==> config.mk <==
export PLATFORM = sky130hd
export DESIGN_NAME = alu_seq_flat
export DESIGN_NICKNAME = d
export VERILOG_FILES = /design/src/rtl/alu_seq_pkg.sv /design/src/rtl/alu_seq_if.sv /design/src/rtl/alu_seq_alu.sv /design/src/rtl/alu_seq.sv /design/src/flat_wrapper.sv
export SDC_FILE = /design/constraint.sdc
export NUM_CORES = 1
export LEC_CHECK = 0
export CAP_MARGIN = 10
export CORE_MARGIN = 4
export CORE_UTILIZATION = 45
export CTS_CLUSTER_SIZE = 16
export DETAILED_ROUTE_END_ITERATION = 8
export GPL_TIMING_DRIVEN = 0
export PLACE_DENSITY = 0.67
export SLEW_MARGIN = 20
export SYNTH_ARGS = -nofsm -noshare
export SYNTH_HDL_FRONTEND = slang
export SYNTH_SLANG_ARGS = --single-unit
==> constraint.sdc <==
create_clock -name clk -period 7.3 [get_ports clk]
set_input_delay 1.46 -clock clk [delete_from_list [all_inputs] [get_ports clk]]
set_output_delay 1.46 -clock clk [all_outputs]
set_load 0.05 [all_outputs]
==> src/rtl/alu_seq_pkg.sv <==
// Shared types for the sequential multiply/shift unit: op and state encodings,
// plus the ALU control word and its per-state base values.
package alu_seq_pkg;

    localparam int W = 16;

    typedef enum logic [1:0] {
        OP_MUL = 2'b00,
        OP_SHR = 2'b01,
        OP_SAR = 2'b10,
        OP_SHL = 2'b11
    } op_e;

    typedef enum logic [1:0] {
        S_IDLE = 2'd0,
        S_DBL  = 2'd1,
        S_ADD  = 2'd2,
        S_DONE = 2'd3
    } state_e;

    typedef struct packed {
        logic ci;
        logic nb;
        logic ic;
        logic zb;
        logic na;
        logic xo;
        logic no;
    } alu_ctrl_t;

    localparam alu_ctrl_t CTRL_IDLE = '0;
    localparam alu_ctrl_t CTRL_DBL  = '0;
    localparam alu_ctrl_t CTRL_ADD  = '0;

    // Only ci (doubling) and zb (adding) vary step to step.
    function automatic alu_ctrl_t ctrl_dbl(input logic ci);
        alu_ctrl_t c;
        c    = CTRL_DBL;
        c.ci = ci;
        return c;
    endfunction

    function automatic alu_ctrl_t ctrl_add(input logic mult_bit);
        alu_ctrl_t c;
        c    = CTRL_ADD;
        c.zb = ~mult_bit;
        return c;
    endfunction

endpackage

==> src/rtl/alu_seq_if.sv <==
// Request/result bundle for alu_seq: start pulse with operands in, busy/done with result out.
interface alu_seq_if;
    import alu_seq_pkg::*;

    logic        start;
    op_e         op;
    logic [15:0] a;
    logic [15:0] b;
    logic        busy;
    logic        done;
    logic [15:0] result;
    logic        flag;

    modport master (output start, op, a, b, input busy, done, result, flag);
    modport slave  (input start, op, a, b, output busy, done, result, flag);
endinterface

==> src/rtl/alu_seq_alu.sv <==
// Combinational 16-bit ALU: optional invert/zero of operands, add or xor, optional invert of output.
// Zero latency; no flow control.
module alu_seq_alu
    import alu_seq_pkg::*;
(
    input  logic [15:0] a_i,
    input  logic [15:0] b_i,
    input  alu_ctrl_t   ctrl_i,
    output logic [15:0] out_o,
    output logic        co_o
);
    logic [15:0] ax;
    logic [15:0] bz;
    logic [15:0] bx;
    logic        cin;
    logic [16:0] sum;
    logic [15:0] raw;

    always_comb begin
        ax  = ctrl_i.na ? ~a_i : a_i;
        bz  = ctrl_i.zb ? 16'd0 : b_i;
        bx  = ctrl_i.nb ? ~bz : bz;
        cin = ctrl_i.ci ^ ctrl_i.ic;
        sum = {1'b0, ax} + {1'b0, bx} + {16'd0, cin};
        raw = ctrl_i.xo ? (ax ^ bx) : sum[15:0];
        out_o = ctrl_i.no ? ~raw : raw;
        co_o  = sum[16];
    end
endmodule

==> src/rtl/alu_seq.sv <==
// Sequential MUL/SHR/SAR/SHL built on one shared ALU; 2 to 33 cycles from start to done.
// start is only sampled in IDLE; requests while busy or in DONE are dropped.
module alu_seq
    import alu_seq_pkg::*;
(
    input  logic       clk,
    input  logic       rst_n,
    alu_seq_if.slave   bus
);
    state_e      state_q, state_d;
    op_e         op_q, op_d;
    logic [15:0] a_q, a_d;
    logic [15:0] b_q, b_d;
    logic [15:0] r_q, r_d;
    logic [3:0]  cnt_q, cnt_d;
    logic        ext_q, ext_d;
    logic        flag_q, flag_d;
    logic [15:0] result_q, result_d;

    alu_ctrl_t   alu_ctrl;
    logic [15:0] alu_a;
    logic [15:0] alu_b;
    logic [15:0] alu_out;
    logic        alu_co;
    logic        shift_op;

    alu_seq_alu u_alu (
        .a_i    (alu_a),
        .b_i    (alu_b),
        .ctrl_i (alu_ctrl),
        .out_o  (alu_out),
        .co_o   (alu_co)
    );

    assign shift_op = (op_q == OP_SHR) || (op_q == OP_SAR);

    always_comb begin
        state_d  = state_q;
        op_d     = op_q;
        a_d      = a_q;
        b_d      = b_q;
        r_d      = r_q;
        cnt_d    = cnt_q;
        ext_d    = ext_q;
        flag_d   = flag_q;
        result_d = result_q;
        alu_ctrl = CTRL_IDLE;
        alu_a    = r_q;
        alu_b    = r_q;

        unique case (state_q)
            S_IDLE: begin
                if (bus.start) begin
                    op_d    = bus.op;
                    a_d     = bus.a;
                    b_d     = bus.b;
                    r_d     = (bus.op == OP_SHL) ? bus.a : 16'd0;
                    flag_d  = 1'b0;
                    cnt_d   = 4'd15;
                    ext_d   = (bus.op == OP_SAR);
                    state_d = S_DBL;
                end
            end
            S_DBL: begin
                // Shifts feed operand bits in MSB-first through the doubling carry-in.
                alu_ctrl = ctrl_dbl(shift_op && (ext_q ? a_q[15] : a_q[cnt_q]));
                r_d      = alu_out;
                unique case (op_q)
                    OP_MUL: begin
                        flag_d  = flag_q | alu_co;
                        state_d = S_ADD;
                    end
                    OP_SHL: begin
                        flag_d  = alu_co;
                        state_d = S_DONE;
                    end
                    default: begin
                        if (ext_q) begin
                            ext_d = 1'b0;
                        end else if (cnt_q == 4'd1) begin
                            flag_d  = a_q[0];
                            state_d = S_DONE;
                        end else begin
                            cnt_d = cnt_q - 4'd1;
                        end
                    end
                endcase
            end
            S_ADD: begin
                alu_ctrl = ctrl_add(b_q[cnt_q]);
                alu_b    = a_q;
                r_d      = alu_out;
                flag_d   = flag_q | alu_co;
                if (cnt_q == 4'd0) begin
                    state_d = S_DONE;
                end else begin
                    cnt_d   = cnt_q - 4'd1;
                    state_d = S_DBL;
                end
            end
            S_DONE: begin
                state_d = S_IDLE;
            end
            default: state_d = S_IDLE;
        endcase

        // Capture on entry to DONE so result is already valid while done is high.
        if ((state_q != S_DONE) && (state_d == S_DONE)) begin
            result_d = r_d;
        end
    end

    always_ff @(posedge clk or negedge rst_n) begin
        if (!rst_n) begin
            state_q  <= S_IDLE;
            op_q     <= OP_MUL;
            a_q      <= '0;
            b_q      <= '0;
            r_q      <= '0;
            cnt_q    <= '0;
            ext_q    <= 1'b0;
            flag_q   <= 1'b0;
            result_q <= '0;
        end else begin
            state_q  <= state_d;
            op_q     <= op_d;
            a_q      <= a_d;
            b_q      <= b_d;
            r_q      <= r_d;
            cnt_q    <= cnt_d;
            ext_q    <= ext_d;
            flag_q   <= flag_d;
            result_q <= result_d;
        end
    end

    assign bus.busy   = (state_q == S_DBL) || (state_q == S_ADD);
    assign bus.done   = (state_q == S_DONE);
    assign bus.result = result_q;
    assign bus.flag   = flag_q;
endmodule

==> src/flat_wrapper.sv <==
// flat-port wrapper written by rule: the top's interface ports become plain ports
module alu_seq_flat import alu_seq_pkg::*;
  (clk, rst_n, bus_start, bus_op, bus_a, bus_b, bus_busy, bus_done, bus_result, bus_flag);
  alu_seq_if bus_i ();
  input  logic clk;
  input  logic rst_n;
  input wire logic [$bits(bus_i.start)-1:0] bus_start;
  input wire logic [$bits(bus_i.op)-1:0] bus_op;
  input wire logic [$bits(bus_i.a)-1:0] bus_a;
  input wire logic [$bits(bus_i.b)-1:0] bus_b;
  output wire logic [$bits(bus_i.busy)-1:0] bus_busy;
  output wire logic [$bits(bus_i.done)-1:0] bus_done;
  output wire logic [$bits(bus_i.result)-1:0] bus_result;
  output wire logic [$bits(bus_i.flag)-1:0] bus_flag;
  assign bus_i.start = bus_start;
  assign bus_i.op = bus_op;
  assign bus_i.a = bus_a;
  assign bus_i.b = bus_b;
  assign bus_busy = bus_i.busy;
  assign bus_done = bus_i.done;
  assign bus_result = bus_i.result;
  assign bus_flag = bus_i.flag;
  alu_seq u_core (.clk(clk), .rst_n(rst_n), .bus(bus_i));
endmodule
### After elaboration in Yosys (flattened, before gate mapping)

Index checks and enable logic that the tools add are counted.

* latch bits: 0
* input port bits: 37
* memory bits (read-only): 0
* memories: 0
* bits in writable memories: 0
* output and inout port bits: 19
* flip-flop bits (word level): 74

* bitwise gates (word level): 7
* reduce and logical (&&, ||, !) cells: 15
* mux-type cells: 35
* equal/unequal tests: 18
* shifts and indexed selects: 0
* div/mod/pow operators: 0
* multiply operators: 0
* $add $sub $neg: 3
* magnitude comparators: 1

Operator list (count)
* 16-bit 2-to-1 mux: 8
* 16-bit inverter: 3
* 16-bit case mux with 2 select lines: 1
* 4-bit 2-to-1 mux: 5
* 16-bit by 16-bit adder with 17-bit output: 1
* 17-bit by 1-bit adder with 17-bit output: 1
* 16-bit bitwise XOR: 1
* 2-bit equality test (second input constant): 7
* 7-bit case mux with 2 select lines: 1
* 2-bit != test (second input constant): 6
* 4-bit case mux with 3 select lines: 1
* 1-bit binary-select mux with 4-bit select: 2
* 1-bit 2-to-1 mux: 8
* 2-bit 2-to-1 mux: 4
* 2-bit case mux with 4 select lines: 1
* 6-bit AND reduction: 1
* 4-bit by 5-bit less-than comparator with 1-bit output (second input constant): 1
* 2-bit by 1-bit equality test with 1-bit output (second input constant): 2
* 4-bit by 1-bit equality test with 1-bit output (second input constant): 1
* 2-bit logical NOT: 2
* 4-bit logical NOT: 1
* 4-bit by 3-bit != test with 1-bit output (second input constant): 1
* 4-bit != test (second input constant): 1
* 1-bit case mux with 2 select lines: 2
* 14 further kinds: 17

### Depth between registers and ports, before layout

* word-level depth: 14
* depth in mapped cells: 15

### Cells and area by module

A second synthesis with hierarchy kept.

* cell total of the unflattened synthesis: 492
* area total of the unflattened synthesis: 5082.4 um^2

Modules (own cells, without submodules)
* alu_seq: area each 3649.8 um^2, sequential area each 1851.8 um^2, cells each 298, instances 1
* alu_seq_alu: area each 1432.6 um^2, sequential area each 0.0 um^2, cells each 194, instances 1

### Worst setup path before layout

Ideal clock, no wire load.

* path kind: reg-to-reg
* start point: reg u_core.cnt_q[0]
* end point: reg u_core.result_q[14] (netlist: u_core.bus.result[14])
* arrival time: 3.988 ns
* setup time: 0.125 ns
* cell stages (with the launch flop): 14
* clock period less this slack: 4.112 ns
* slack: 3.188 ns
* buffers on the path: 1
* cell sequence: dfrtp_1 -> buf_2 -> mux4_2 -> mux4_2 -> mux2i_1 -> nor4_1 -> fa_1 -> fa_1 -> a21o_1 -> a31o_2 -> a21o_1 -> a211o_1 -> a31o_2 -> mux2_2

* word-level cells in the longest chain between the ends: 13
* elaborated cells on any way between the ends: 28
* those cells by class: add/sub (2); eq/ne (2); mux (16); bitwise (5); reduce/logical (3)

Ends and longest elaborated chain
* start, declared: line alu_seq.sv:15 `logic [3:0] cnt_q, cnt_d;`
* start signal, assigned: line alu_seq.sv:130 `cnt_q <= cnt_d;`
* 1-bit binary-select mux with 4-bit select: line alu_seq.sv:90 `alu_ctrl = ctrl_add(b_q[cnt_q]);`
* 1-bit 2-to-1 mux (implied by the code): line alu_seq.sv:90
* 1-bit inverter: line alu_seq_pkg.sv:46 `c.zb = ~mult_bit;`
* 7-bit case mux with 2 select lines: line alu_seq.sv:51 `unique case (state_q)`
* 16-bit 2-to-1 mux: line alu_seq_alu.sv:21 `bz = ctrl_i.zb ? 16'd0 : b_i;`
* 16-bit inverter: line alu_seq_alu.sv:22 `bx = ctrl_i.nb ? ~bz : bz;`
* 16-bit 2-to-1 mux: line alu_seq_alu.sv:22
* 16-bit by 16-bit adder with 17-bit output: line alu_seq_alu.sv:24 `sum = {1'b0, ax} + {1'b0, bx} + {16'd0, cin};`
* 17-bit by 1-bit adder with 17-bit output: line alu_seq_alu.sv:24
* 16-bit 2-to-1 mux: line alu_seq_alu.sv:25 `raw = ctrl_i.xo ? (ax ^ bx) : sum[15:0];`
* 16-bit inverter: line alu_seq_alu.sv:26 `out_o = ctrl_i.no ? ~raw : raw;`
* 16-bit 2-to-1 mux: line alu_seq_alu.sv:26
* 16-bit case mux with 2 select lines: line alu_seq.sv:51
* end signal, assigned: line alu_seq.sv:133 `result_q <= result_d;`
* end, declared: line alu_seq.sv:18 `logic [15:0] result_q, result_d;`

Parallel ways exist; a longest one is shown, timed or not. The select of a mux whose other input is x is not followed.
A chain may end at the register's enable or synchronous reset.

### Final worst setup path

Same ends and word-level chain as after synthesis.

==> impl_results.md <==
* Largest cells by area after synthesis: dfrtp_1 (40%), mux2_2 (10%), ha_1 (6.5%)
* Die Height at roughly 110 um
* Endpoint type of the worst setup path: register
* Worst-path fanout max at 10
* Crit path arrival time at 4.92 ns
* WL/cell at approximately 19 um
* Post-layout instance area at about 0.0056 mm^2
* Max clock buf depth at 2
* Post-route setup TNS at 0 ns
* Synth Net Count at around 490
* All-Layer GR Usage at a little over a fifth
* Diodes inserted at 0
* Maximum clock rate at between 200 and 250 MHz
* I/O Pins at 56
* # rows at 36
* Grt ovf at 0
* Most used standard cell by instance count after synthesis: dfrtp_1
* Initial Util at between 40% and 50%
* Least-Margin Pin Slew at between 0.8 and 0.9 ns
* Number of global-route vias before repair at 3680
* WP buf/inv at 1
* RSZ-0062 raised after global routing: no
* DP HPWL at around 8900 um
* H-tree levels at 3
* DRT Pass-1 Iters at 5
* Asr flop ratio synth at between 90% and 100%
* Fin crit period at around 4.7 ns
* CTS tree: built
* Hold Vio Cnt, Final at 0
* Yosys warns at 0
* Total Nets Final at 560
* Hold buffer count at cts at 0
* Cts repair resizes at 0
* Synth unique cells at 57
* Die width at 109 um
* Metal3 WL at about 800 um
* Fin crit share at ~64%
* EDFF count, synth at 0
* Kind of critical path: register to register
* Reg area at 0.00185 mm^2
* Syn Area/Cell at around 11 um^2
* Core Region at roughly 0.0099 mm^2
* Top cells by count, synth: dfrtp_1 (74), nor2_1 (42), mux2_2 (41)
* Met2 wire len at roughly 5400 um
* Die Area at around 0.012 mm^2
* Clock root buffer master: clkbuf_8
* Worst min path class: register to register
* Top delay family on crit path: compound AO/OA/AOI/OAI gates
* Top_reg_cell synth: dfrtp_1
* CP max stage delay at between 0.5 and 0.6 ns
* Worst path cell trace: buf_2, mux4_2, mux2i_1, o211ai_1, a21oi_2, nor2_1, fa_1, fa_1, a21o_1, a31o_2, a21o_1, a211o_1, a31o_2, mux2_2
* Antenna violations before repair at 0
* DRT iter0 DRCs at 197
* Num CTS Buffers at 9
* Clock transition at the registers of the reported paths at ~0.08 ns
* Via count at between 3k and 4k
* # DRC at 0
* Critical Path Source: u_core.cnt_q[0]$_DFFE_PN0P_
* Clock Sinks at 74
* RR Endpoint: u_core.bus.result[14]$_DFFE_PN0P_
* Status: complete, no violations
* R2R setup slack at 2.62 ns
* Setup Buffers After CTS at 0
* Critical path depth at 14
* Max-cap violation count at 0
* Cell Area, Placed at about 0.0053 mm^2
* Setup Viol. Count Final at 0
* RePlAce Congestion at a little under 0.9
* Post-Route M1 WL at roughly 5600 um
* CP Capture Point: u_core.bus.result[14]$_DFFE_PN0P_
* Hold Startpoint: u_core.b_q[3]$_DFFE_PN0P_
* Multi-input gate area in the final layout at about 0.0025 mm^2
* Clk_lat worst skew at between 0.3 and 0.4 ns
* First-pass GRT wire length at around 19000 um
* Worst setup SP type: register
* Layout fillers at roughly 860
* Fraction of layout cells with a size suffix above 1 at between 10% and 20%
* Worst R2R Path Depth at 14
* Area Growth Syn to Fin at 21.5%
* Worst hold margin at 0.505 ns
* Cells after synthesis at 430
* Origin of the critical flop-to-flop path: u_core.cnt_q[0]$_DFFE_PN0P_
* WP data required at around 7.5 ns
* Final Skew at 0.0110 ns
* Detail Route Antenna Nets at 0
* Synth area leader: dfrtp_1
* Slowest cell on the critical path: mux4_2
* Max Used Layer: met4
* Seq/Total Area, Yosys at roughly two fifths
* Largest net degree at the start of global routing at 39
* Final WL at around 12000 um
* Post-synthesis instance area at 0.00459 mm^2
* Max_slew headroom at 44.7%
* FF+latch count, synth at between 70 and 80
* Port Buf Inserts at 55
* Yosys top cell area share at around two fifths
* Final Max Tran Viols at 0
* Vias per cell at 5.88
## cells in the final DEF (no fill, tap or decap), types with 2 or more instances in the layout
cell type         n
clkbuf_1         17
a31o_2            2
nand3_1           3
a31oi_1           7
xor2_1            3
clkbuf_8         10
xnor2_1           6
fa_1              2
a21boi_0          4
a21o_1            4
and4_1            2
or2_2             2
and2_1            3
a221oi_1          2
nand3b_1          3
nand2_1          15
nor2_1           42
mux2_2           41
o21ai_0          13
a21oi_2          10
bufinv_16         4
buf_2             2
mux2i_1          20
mux4_2            9
a222oi_1          2
nand2b_1          2
buf_6             2
clkdlybuf4s50_1  54
nor3_1            3
a21oi_1          36
nor2b_1           4
inv_1            23
o31ai_1           2
a221o_1          10
dfrtp_1          74
nand4_1           4
ha_1             24
o211ai_1          4
a22oi_1           3
a211o_1           5
## how the worst min path moves through the flow
stage          depth (start not counted)                          to
5_1_grt                                1   u_core.b_q[0]$_DFFE_PN0P_
3_5_place_dp                           1   u_core.b_q[5]$_DFFE_PN0P_
2_1_floorplan                          1  u_core.b_q[10]$_DFFE_PN0P_
4_1_cts                                1   u_core.b_q[5]$_DFFE_PN0P_
6_report                               1   u_core.b_q[3]$_DFFE_PN0P_
3_3_place_gp                           1   u_core.b_q[0]$_DFFE_PN0P_
## per-stage QoR
step	worst slack, ns	instances	utilization (%)
after detailed placement	2.62	619	53.9
after global routing	2.41	633	56.5
after global placement	2.10	618	53.8
after CTS	2.61	633	56.5
after floorplan	3.19	430	-
final	2.62	633	56.5
## sequential cells by signal, summed over array words and instances, names as in the netlist
signal and cells:
u_core.state_q 2, u_core.op_q 2, u_core.cnt_q 4, u_core.a_q 16, u_core.ext_q 1, u_core.b_q 16, u_core.bus.result 16, u_core.alu_a 16
u_core.bus.flag 1
## cell type report
type	count	area share [%]
multi-input cells	309	45.2
flip-flops and latches	74	33.2
repair buffers	56	10.2
well taps	133	2.99
plain buffers	24	2.33
clock inverters	5	2.31
clock buffers	9	2.22
inverters	23	1.55
## layer usage
metal  global-route usage, %  vias up
met1                    31.5     1849
met5                       0        -
met3                    3.79       13
met4                    6.58        0
met2                    31.7      136
li1                        -     1724
## cell families after synthesis
kind of cell | synth area share, %
compound gates | 17.3
xor+xnor | 1.72
fa+ha+maj | 7.42
buf+inv | 4.72
flops | 40.4
mux | 18.8
simple gates | 9.57
Power is left out: the tool's default activity adds up to more than one toggle a clock period on the data nets, which glitch-free logic cannot reach.
